[src/rtl/ieee_fp_pkg.sv]
// ieee_fp_pkg: shared definitions for the parametrised IEEE-754 datapath.
// Provides the word-width derivation, operand classification codes and a
// classifier that works for any exponent/mantissa split. Width-dependent
// constants (qNaN, infinity) are built by each user from its own EXP_W/MAN_W.
package ieee_fp_pkg;

    typedef enum logic [1:0] {
        CLS_ZERO = 2'd0,
        CLS_NORM = 2'd1,
        CLS_INF  = 2'd2,
        CLS_NAN  = 2'd3
    } fp_class_e;

    // Word width {sign, exponent, mantissa}.
    function automatic int fp_width(input int exp_w, input int man_w);
        return 1 + exp_w + man_w;
    endfunction

    // Denormals classify as zero: the datapath flushes them.
    function automatic fp_class_e fp_classify(input logic exp_ones,
                                              input logic exp_zero,
                                              input logic man_zero);
        if (exp_zero)  return CLS_ZERO;
        if (!exp_ones) return CLS_NORM;
        return man_zero ? CLS_INF : CLS_NAN;
    endfunction

endpackage

[src/rtl/ieee_lzc.sv]
// ieee_lzc: parametric leading-zero counter.
//   value  in  W          vector to scan (MSB first)
//   count  out CW         number of leading zeros; W when value is all zero
module ieee_lzc #(
    parameter int W  = 27,
    parameter int CW = $clog2(W + 1)
) (
    input  logic [W-1:0]  value,
    output logic [CW-1:0] count
);

    // Ascending scan: the last hit is the most significant set bit.
    always_comb begin
        count = CW'(W);
        for (int i = 0; i < W; i++)
            if (value[i]) count = CW'(W - 1 - i);
    end

endmodule

[src/rtl/ieee_adder_pipelined.sv]
// ieee_adder_pipelined: pipelined IEEE-754 adder/subtractor, round to
// nearest even, denormals flushed to zero.
// Pipeline: input register, unpack/swap, align, add, normalize/round.
//   clock_in, reset_in      clock, async active-high reset
//   add_sub_bit             0 = A+B, 1 = A-B
//   inputA, inputB          operands {sign, exponent, mantissa}
//   in_valid / in_ready     input handshake (in_ready = not stalled)
//   outputC                 result
//   out_valid / out_ready   output handshake
//   flag_invalid/overflow/inexact  exception flags, qualified by out_valid
module ieee_adder_pipelined
    import ieee_fp_pkg::*;
#(
    parameter int EXP_W = 8,
    parameter int MAN_W = 23
) (
    input  logic                   clock_in,
    input  logic                   reset_in,
    input  logic                   add_sub_bit,
    input  logic [EXP_W+MAN_W:0]   inputA,
    input  logic [EXP_W+MAN_W:0]   inputB,
    input  logic                   in_valid,
    output logic                   in_ready,
    output logic [EXP_W+MAN_W:0]   outputC,
    output logic                   out_valid,
    input  logic                   out_ready,
    output logic                   flag_invalid,
    output logic                   flag_overflow,
    output logic                   flag_inexact
);

    localparam int W      = fp_width(EXP_W, MAN_W);
    localparam int MW     = MAN_W + 4;           // {hidden, mantissa, g, r, s}
    localparam int SW     = EXP_W + 2;           // signed exponent during normalize
    localparam int LZ_W   = $clog2(MW + 1);
    localparam int STAGES = 4;
    localparam logic [EXP_W-1:0] EXP_ONES = '1;
    localparam logic [W-1:0] QNAN = {1'b0, EXP_ONES, 1'b1, {(MAN_W-1){1'b0}}};

    logic [STAGES:0] vld_pipe;
    logic            en;

    // One global stall: every rank holds while the result waits.
    assign en        = ~(out_valid & ~out_ready);
    assign in_ready  = en;
    assign out_valid = vld_pipe[STAGES];

    // ---------------- rank 0: captured operands ----------------
    logic [W-1:0] r0_a, r0_b;
    logic         r0_sub;

    // ---------------- stage 1: unpack / swap ----------------
    logic             a_sgn, b_sgn, x_sgn, y_sgn, swap, nan_in, inf_in;
    logic [EXP_W-1:0] a_exp, b_exp, x_exp, y_exp;
    logic [MAN_W-1:0] a_man, b_man;
    logic [MAN_W:0]   x_man, y_man;
    fp_class_e        a_cls, b_cls;
    logic [W-1:0]     spc_word;

    always_comb begin
        a_sgn = r0_a[W-1];
        b_sgn = r0_b[W-1] ^ r0_sub;
        a_exp = r0_a[W-2 -: EXP_W];
        b_exp = r0_b[W-2 -: EXP_W];
        a_cls = fp_classify(&a_exp, ~|a_exp, ~|r0_a[MAN_W-1:0]);
        b_cls = fp_classify(&b_exp, ~|b_exp, ~|r0_b[MAN_W-1:0]);
        a_man = (a_cls == CLS_ZERO) ? '0 : r0_a[MAN_W-1:0];
        b_man = (b_cls == CLS_ZERO) ? '0 : r0_b[MAN_W-1:0];
        swap  = {b_exp, b_man} > {a_exp, a_man};
        x_sgn = swap ? b_sgn : a_sgn;
        y_sgn = swap ? a_sgn : b_sgn;
        x_exp = swap ? b_exp : a_exp;
        y_exp = swap ? a_exp : b_exp;
        x_man = swap ? {b_cls == CLS_NORM, b_man} : {a_cls == CLS_NORM, a_man};
        y_man = swap ? {a_cls == CLS_NORM, a_man} : {b_cls == CLS_NORM, b_man};
        nan_in = (a_cls == CLS_NAN) || (b_cls == CLS_NAN) ||
                 ((a_cls == CLS_INF) && (b_cls == CLS_INF) && (a_sgn != b_sgn));
        inf_in = (a_cls == CLS_INF) || (b_cls == CLS_INF);
        spc_word = nan_in ? QNAN
                 : {(a_cls == CLS_INF) ? a_sgn : b_sgn, EXP_ONES, {MAN_W{1'b0}}};
    end

    logic             s1_xs, s1_ys, s1_spc, s1_inv;
    logic [EXP_W-1:0] s1_xe, s1_diff;
    logic [MAN_W:0]   s1_xm, s1_ym;
    logic [W-1:0]     s1_sw;

    // ---------------- stage 2: align ----------------
    logic [2*MW-1:0] y_wide;
    logic [MW-1:0]   y_al;

    always_comb begin
        // Lower half collects everything shifted past the sticky position.
        y_wide = {s1_ym, 3'b000, {MW{1'b0}}} >> s1_diff;
        if (int'(s1_diff) >= MAN_W + 3)
            y_al = {{(MW-1){1'b0}}, |s1_ym};
        else
            y_al = {y_wide[2*MW-1:MW+1], y_wide[MW] | (|y_wide[MW-1:0])};
    end

    logic             s2_xs, s2_sub, s2_zs, s2_spc, s2_inv;
    logic [EXP_W-1:0] s2_xe;
    logic [MW-1:0]    s2_x, s2_y;
    logic [W-1:0]     s2_sw;

    // ---------------- stage 3: add ----------------
    logic             s3_xs, s3_zs, s3_spc, s3_inv;
    logic [EXP_W-1:0] s3_xe;
    logic [MW:0]      s3_sum;
    logic [W-1:0]     s3_sw;

    // ---------------- stage 4: normalize / round ----------------
    logic [LZ_W-1:0]  lz;
    logic [MW-1:0]    n;
    logic [SW-1:0]    e_norm, e_fin;
    logic [MAN_W+1:0] rnd;
    logic             carry, rup, uflow, oflow;
    logic [W-1:0]     res_word;
    logic             res_inv, res_ovf, res_inx;

    ieee_lzc #(.W(MW)) u_lzc (.value(s3_sum[MW-1:0]), .count(lz));

    always_comb begin
        carry  = s3_sum[MW];
        n      = carry ? {s3_sum[MW:2], |s3_sum[1:0]} : s3_sum[MW-1:0] << lz;
        e_norm = carry ? SW'(s3_xe) + SW'(1) : SW'(s3_xe) - SW'(lz);
        rup    = n[2] & (n[1] | n[0] | n[3]);
        rnd    = {1'b0, n[MW-1:3]} + (MAN_W+2)'(rup);
        // Top two rounded bits are 01 normally, 10 after a round carry.
        e_fin  = e_norm - SW'(1) + SW'(rnd[MAN_W+1:MAN_W]);
        uflow  = e_norm[SW-1] | (e_norm == '0);
        oflow  = e_fin >= SW'(EXP_ONES);

        res_inv  = 1'b0;
        res_ovf  = 1'b0;
        res_inx  = |n[2:0];
        res_word = {s3_xs, e_fin[EXP_W-1:0], rnd[MAN_W-1:0]};
        if (s3_spc) begin
            res_word = s3_sw;
            res_inv  = s3_inv;
            res_inx  = 1'b0;
        end else if (s3_sum == '0) begin
            res_word = {s3_zs, {(W-1){1'b0}}};
            res_inx  = 1'b0;
        end else if (uflow) begin
            res_word = {s3_xs, {(W-1){1'b0}}};
            res_inx  = 1'b1;
        end else if (oflow) begin
            res_word = {s3_xs, EXP_ONES, {MAN_W{1'b0}}};
            res_ovf  = 1'b1;
            res_inx  = 1'b1;
        end
    end

    // Datapath ranks carry no reset: only the valid chain qualifies them.
    always_ff @(posedge clock_in) begin
        if (en) begin
            r0_a    <= inputA;
            r0_b    <= inputB;
            r0_sub  <= add_sub_bit;

            s1_xs   <= x_sgn;
            s1_ys   <= y_sgn;
            s1_xe   <= x_exp;
            s1_xm   <= x_man;
            s1_ym   <= y_man;
            s1_diff <= x_exp - y_exp;
            s1_spc  <= nan_in | inf_in;
            s1_inv  <= nan_in;
            s1_sw   <= spc_word;

            s2_xs   <= s1_xs;
            s2_sub  <= s1_xs ^ s1_ys;
            s2_zs   <= s1_xs & s1_ys;   // only (-0)+(-0) keeps a negative zero
            s2_xe   <= s1_xe;
            s2_x    <= {s1_xm, 3'b000};
            s2_y    <= y_al;
            s2_spc  <= s1_spc;
            s2_inv  <= s1_inv;
            s2_sw   <= s1_sw;

            s3_xs   <= s2_xs;
            s3_zs   <= s2_zs;
            s3_xe   <= s2_xe;
            s3_sum  <= s2_sub ? {1'b0, s2_x} - {1'b0, s2_y}
                              : {1'b0, s2_x} + {1'b0, s2_y};
            s3_spc  <= s2_spc;
            s3_inv  <= s2_inv;
            s3_sw   <= s2_sw;
        end
    end

    always_ff @(posedge clock_in or posedge reset_in) begin
        if (reset_in) begin
            vld_pipe      <= '0;
            outputC       <= '0;
            flag_invalid  <= 1'b0;
            flag_overflow <= 1'b0;
            flag_inexact  <= 1'b0;
        end else if (en) begin
            vld_pipe <= {vld_pipe[STAGES-1:0], in_valid};
            if (vld_pipe[STAGES-1]) begin
                outputC       <= res_word;
                flag_invalid  <= res_inv;
                flag_overflow <= res_ovf;
                flag_inexact  <= res_inx;
            end
        end
    end

endmodule

[config.mk]
export PLATFORM = sky130hd
export DESIGN_NAME = ieee_adder_pipelined
export DESIGN_NICKNAME = d
export VERILOG_FILES = /design/src/rtl/ieee_fp_pkg.sv /design/src/rtl/ieee_lzc.sv /design/src/rtl/ieee_adder_pipelined.sv
export SDC_FILE = /design/constraint.sdc
export NUM_CORES = 1
export LEC_CHECK = 0
export BUFFER_PORTS_ARGS = -buffer_cell sky130_fd_sc_hd__buf_2
export CAP_MARGIN = 20
export CORE_UTILIZATION = 50
export DETAILED_ROUTE_END_ITERATION = 10
export GPL_TIMING_DRIVEN = 0
export PLACE_DENSITY = 0.67
export SLEW_MARGIN = 30
export SYNTH_ARGS = -nofsm -noshare
export SYNTH_HDL_FRONTEND = slang
export SYNTH_HIERARCHICAL = 1
export SYNTH_SLANG_ARGS = --single-unit
[constraint.sdc]
create_clock -name clock_in -period 19.2 [get_ports clock_in]
set_clock_uncertainty 0.2 [all_clocks]
set_input_delay 2.88 -clock clock_in [delete_from_list [all_inputs] [get_ports clock_in]]
set_output_delay 2.88 -clock clock_in [all_outputs]
set_load 0.02 [all_outputs]
# Yosys cells after proc, flatten, opt, wreduce, memory -nomap -nowiden
# Index checks and enable logic that the tools add are counted.
# op_classes
div	0
mux	68
multipliers	0
n_addsub	8
eq_ne	7
reduce_logical	20
shift	2
n_bitwise	12
n_lt_le_gt_ge	3
# ops
cell	count
two-way mux 5 bit	16
two-way mux 23 bit	3
two-way mux 32 bit	2
two-way mux 31 bit	2
right shift 54 x 8 -> 54 bit	1
two-way mux 24 bit	2
OR reduction 23 bit	2
two-way mux 4 bit	8
> comparator 31 bit	1
adder 27 x 27 -> 28 bit	1
logical NOT 28 bit	1
two-way mux 28 bit	1
subtractor 27 x 27 -> 28 bit	1
two-way mux 27 bit	1
OR reduction 27 bit	1
left shift 27 x 5 -> 27 bit	1
adder 24 x 1 -> 25 bit	1
OR reduction 24 bit	1
two-way mux 1 bit	20
two-way mux 2 bit	10
two-way mux 8 bit	2
AND reduction 8 bit	2
OR reduction 8 bit	2
adder 10 x 2 -> 10 bit	1
other kinds (21)	37
# totals
in_bits	69
latch_bits	0
ram_bits	0
out_inout_bits	37
mem_count	0
reg_bits	373
elab_cells	155
romBits	0

# Longest topological paths before layout
# logic_depth
word_depth	39
mapped_depth	31
mapped_depth_nobuf	27

# Cells and area by module
# The synthesis kept the hierarchy.
# by_module_without_submodules
module	area_per_inst_um2	cells_each	instances	seq_area_each_um2
ieee_adder_pipelined	18019.8	1729	1	8207.9
ieee_lzc	277.8	51	1	0.0

# Worst setup path after synthesis
# OpenSTA, ideal clock, no wires.
# synth_path
kind	input -> output
from	input out_ready
to	output in_ready
required_time_ns	16.120
path_buffers	0
path_stages	2
arrival_time_ns	5.620
path_slack_ns	10.500
cell_sequence	nor2b_1 -> inv_2
# synth_between
elab_chain_cells	3
# synth_lines
element	line_no	text
from (decl)	ieee_adder_pipelined.sv:26	input logic out_ready,
inverter 1 bit	ieee_adder_pipelined.sv:44	assign en = ~(out_valid & ~out_ready);
bitwise AND 1 bit	ieee_adder_pipelined.sv:44	
inverter 1 bit (no line)	-	
to (decl)	ieee_adder_pipelined.sv:23	output logic in_ready,
# No other way between the ends.

# Final worst setup path
# layout_path
from	register s3_sum[3]
to	register outputC[1]
# layout_between
elab_chain_cells	36
elab_cells_between_ends	42
classes_between	4 x add/sub; 1 x order compare; 1 x shift; 30 x mux; 4 x bitwise; 2 x reduce/logical
# layout_lines
element	line_no	text
from (decl)	ieee_adder_pipelined.sv:109	logic [MW:0] s3_sum;
from (signal assigned)	ieee_adder_pipelined.sv:185	s3_sum <= s2_sub ? {1'b0, s2_x} - {1'b0, s2_y}
two-way mux 4 bit (*) (8 in series)	ieee_lzc.sv:16	if (value[i]) count = CW'(W - 1 - i);
two-way mux 5 bit (*) (16 in series)	ieee_lzc.sv:16	
net lz[0]	ieee_adder_pipelined.sv:113	logic [LZ_W-1:0] lz;
left shift 27 x 5 -> 27 bit	ieee_adder_pipelined.sv:125	n = carry ? {s3_sum[MW:2], |s3_sum[1:0]} : s3_sum[MW-1:0] << lz;
two-way mux 27 bit	ieee_adder_pipelined.sv:125	
bitwise OR 1 bit (2 in series)	ieee_adder_pipelined.sv:127	rup = n[2] & (n[1] | n[0] | n[3]);
bitwise AND 1 bit	ieee_adder_pipelined.sv:127	
adder 24 x 1 -> 25 bit	ieee_adder_pipelined.sv:128	rnd = {1'b0, n[MW-1:3]} + (MAN_W+2)'(rup);
adder 10 x 2 -> 10 bit	ieee_adder_pipelined.sv:130	e_fin = e_norm - SW'(1) + SW'(rnd[MAN_W+1:MAN_W]);
greater-or-equal comparator 10 x 8 -> 1 bit	ieee_adder_pipelined.sv:132	oflow = e_fin >= SW'(EXP_ONES);
two-way mux 31 bit	ieee_adder_pipelined.sv:148	end else if (oflow) begin
two-way mux 31 bit (*)	ieee_adder_pipelined.sv:145	end else if (uflow) begin
two-way mux 32 bit (*)	ieee_adder_pipelined.sv:142	end else if (s3_sum == '0) begin
two-way mux 32 bit (*)	ieee_adder_pipelined.sv:138	if (s3_spc) begin
to (signal assigned)	ieee_adder_pipelined.sv:203	outputC <= res_word;
to (decl)	ieee_adder_pipelined.sv:24	output logic [EXP_W+MAN_W:0] outputC,
# The timed path passes the listed nets; every way through them passes the cells marked *.
# A chain may end at the register's enable or synchronous reset.

==> reports/qor.csv <==
stage,metric,value,unit
grt,grt_pass1_vias,13800,
grt,met1_usage,0.353,
cells_and_area,drive_gt1_frac,0.125,
synth,postSynth.asyncResetShare,0.143,
die,fp.dieH,193,um
synth,synth_edf_count,240,
critical_path,setup.worst_path.start_class,flip-flop,
critical_path,endpoint_kind,flip-flop,
synth,synth_cell_types,88,
synth,synth_area,0.0183,mm2
critical_path,r2r-end,outputC[1],
grt,grt_pass1_wl,75800,um
route,via_count,14800,
hold_path,hold_depth,0,
timing,finalCritPeriodShare,0.439,
route,wirelength,48500,um
hold_path,hp-class,flip-flop to flip-flop,
timing,hold_viol_final,0,
synth,synth_cells,1780,
critical_path,critPathMaxFanout,11,
timing,rsz0062_at_grt,no,
critical_path,reg2reg_depth,30,
grt,antenna_found_initial,2,
timing,setup_tns,0,ps
synth,avgSynthCellArea,10.3,um2
route,first_pass_iters,8,
clocking,cts_resized,0,
clocking,clockRootBuffer,clkbuf_16,
die,ioPinCount,106,
clocking,htreeDepth,1,
critical_path,arrival,8720,ps
critical_path,critPathBufInv,7,
die,die_x,193,um
die,coreArea,0.0358,mm2
place,port_buffers,105,
critical_path,required,19490,ps
timing,clock.fmax,119,MHz
clocking,clkSinkCount,280,
route,postRouteAntennaNets,0,
timing,final-max-slew-violation-count,0,
timing,fin_hold_ws,201,ps
route,drc,0,
clocking,path_clk_slew,60,ps
timing,tightest_slew,793,ps
cells_and_area,antennaDiodeCount,0,
synth,synth.ff_latch_count,280,
route,drtIter0Drc,1320,
clocking,clock_latency,580,ps
hold_path,hold_end,s2_x[6],
timing,final-setup-viol-count,0,
cells_and_area,syn_to_final_growth,11.7,%
cells_and_area,fin_nets,2094,
route,wl_per_cell,20.2,um
critical_path,path_delay_family,compound AO/OA/AOI/OAI gates,
clocking,numCtsBuffers,30,
synth,synth-seq-area-share,0.449,
grt,grt_util_met2,0.407,
run_status,status,"complete, no violations",
clocking,cts_tree,built,
place,place_congestion,0.979,
hold_path,min_from,s1_xm[3],
grt,grt-ovfl-total,0,
clocking,cts_post_setup_buffers_inserted,0,
timing,maxSlewHeadroom,0.470,
critical_path,r2r_setup_slack,10770,ps
clocking,cts_hold_buf,0,
critical_path,critPathSlowestCell,a311oi_1,
synth,yosys_warnings,6,
critical_path,r2r_start,s3_sum[3],
place,hpwl,37200,um
die,initial_core_util,0.511,
critical_path,cp_common_cell,o22ai_1,
run,maxCapViolCount,0,
timing,layout_min_cycle_time,8430,ps
grt,met3_usage,0.0418,
die,fp.dieArea,0.0374,mm2
grt,grt_usage,0.255,
clocking,clk_path_buf_depth,3,
synth,ys.flop_type,edfxtp_1,
critical_path,critPathMaxStageDelay,620,ps
grt,grt_max_degree,102,
synth,synthesis.nets,1954,
grt,top_usage_layer,met2,
critical_path,setup.worst_path.class,flip-flop to flip-flop,
die,fp-row-count,69,
route,viasPerCell,6.14,
## metrics by stage
| step | util | std cells | setup WS (ps) | cell area [um2] |
|---|---|---|---|---|
| after floorplan | - | 1780 | 10500 | 18300 |
| after global placement | 0.541 | 2346 | 9060 | 19400 |
| after detailed placement | 0.544 | 2349 | 10880 | 19500 |
| after CTS | 0.571 | 2403 | 10850 | 20400 |
| after global routing | 0.571 | 2403 | 10070 | 20400 |
| final | 0.571 | 2403 | 10770 | 20400 |
## placed cells by master, fill, tap and decap left out, drive strengths merged, types with 11 or more instances in the layout
cell type	synthesis	layout
edfxtp	240	240
nand2	204	204
o21ai	151	151
buf	19	127
nor2	115	115
clkbuf	68	106
a21oi	105	105
ha	102	102
inv	96	98
mux4	50	50
nor4	46	46
mux2i	43	43
dfrtp	40	40
nor3	39	39
xnor2	37	37
and2	35	35
nand3	33	33
xor2	26	26
a21o	24	24
nor2b	23	23
a211oi	23	23
nand4	22	22
o21bai	17	17
a22oi	15	15
a31oi	14	14
o22ai	14	14
and3	14	14
o31ai	12	12
or3	11	11
o21a	11	11
clkinv	2	11
## metal layers
metal / vias up / part of all wire
met2: 606 / 0.46
li1: 6994 / -
met5: - / 0.00027
met4: 2 / 0.030
met3: 100 / 0.070
met1: 7056 / 0.44
## cell type report
class | count | area, um2
Sequential cell | 280 | 8210
Buffer | 87 | 384
Fill cell | 3081 | 15400
Clock buffer | 38 | 802
Clock inverter | 16 | 145
Tap cell | 461 | 577
Inverter | 98 | 375
Timing Repair Buffer | 108 | 608
Multi-Input combinational cell | 1315 | 9340
## flip-flops by register name, summed over array words and instances, names as in the netlist, 2 cells and up
register	cells
s1_xm	24
s2_sw	2
outputC	32
s3_sw	2
r0_a	32
s1_diff	8
vld_pipe	5
s3_sum	28
r0_b	32
s1_xe	8
s1_sw	2
s2_y	27
s3_xe	8
s2_x	24
s1_ym	24
s2_xe	8
## worst max path at each step
| stage | from | to | slack [ps] | cells after the start |
|---|---|---|---|---|
| final | s3_sum[3] | outputC[1] | 10770 | 30 |
| after detailed placement | s3_sum[3] | outputC[1] | 10880 | 30 |
| after CTS | s3_sum[3] | outputC[1] | 10850 | 30 |
| after global routing | s3_sum[3] | outputC[1] | 10070 | 30 |
| after global placement | out_ready | in_ready | 9060 | 4 |
| after floorplan | out_ready | in_ready | 10500 | 2 |
## synth_stat cells (11+ instances only)
cell	n	area [um2]
nand2_1	204	766
a21o_1	24	180
a21oi_1	104	521
inv_1	92	345
mux4_2	46	1040
xnor2_1	37	324
and3_1	14	87.6
dfrtp_1	40	1000
mux2i_1	43	430
o22ai_1	14	87.6
o21bai_1	17	128
nor4_1	45	282
nand3_1	31	155
a22oi_1	15	113
o21a_1	11	82.6
ha_1	102	1280
nand4_1	22	138
clkbuf_1	67	251
a211oi_1	23	173
or3_1	11	68.8
nor3_1	38	190
nor2_1	115	432
edfxtp_1	240	7210
o21ai_1	22	110
o31ai_1	11	82.6
xor2_1	26	228
and2_1	34	213
a31oi_1	14	87.6
o21ai_0	129	646
nor2b_1	23	144
## logic make-up (layout without fill, tap and decap cells)
logic type	after synthesis	after routing	synth area share
xor+xnor	63	63	0.0302
flops	280	280	0.449
simple gates	580	580	0.155
fa+ha+maj	105	105	0.0730
mux	102	102	0.0914
compound gates	465	465	0.161
buf+inv	185	347	0.0411
Power is not shown: default switching activity piles up to over one toggle a cycle in this logic, so the estimate is an artifact.
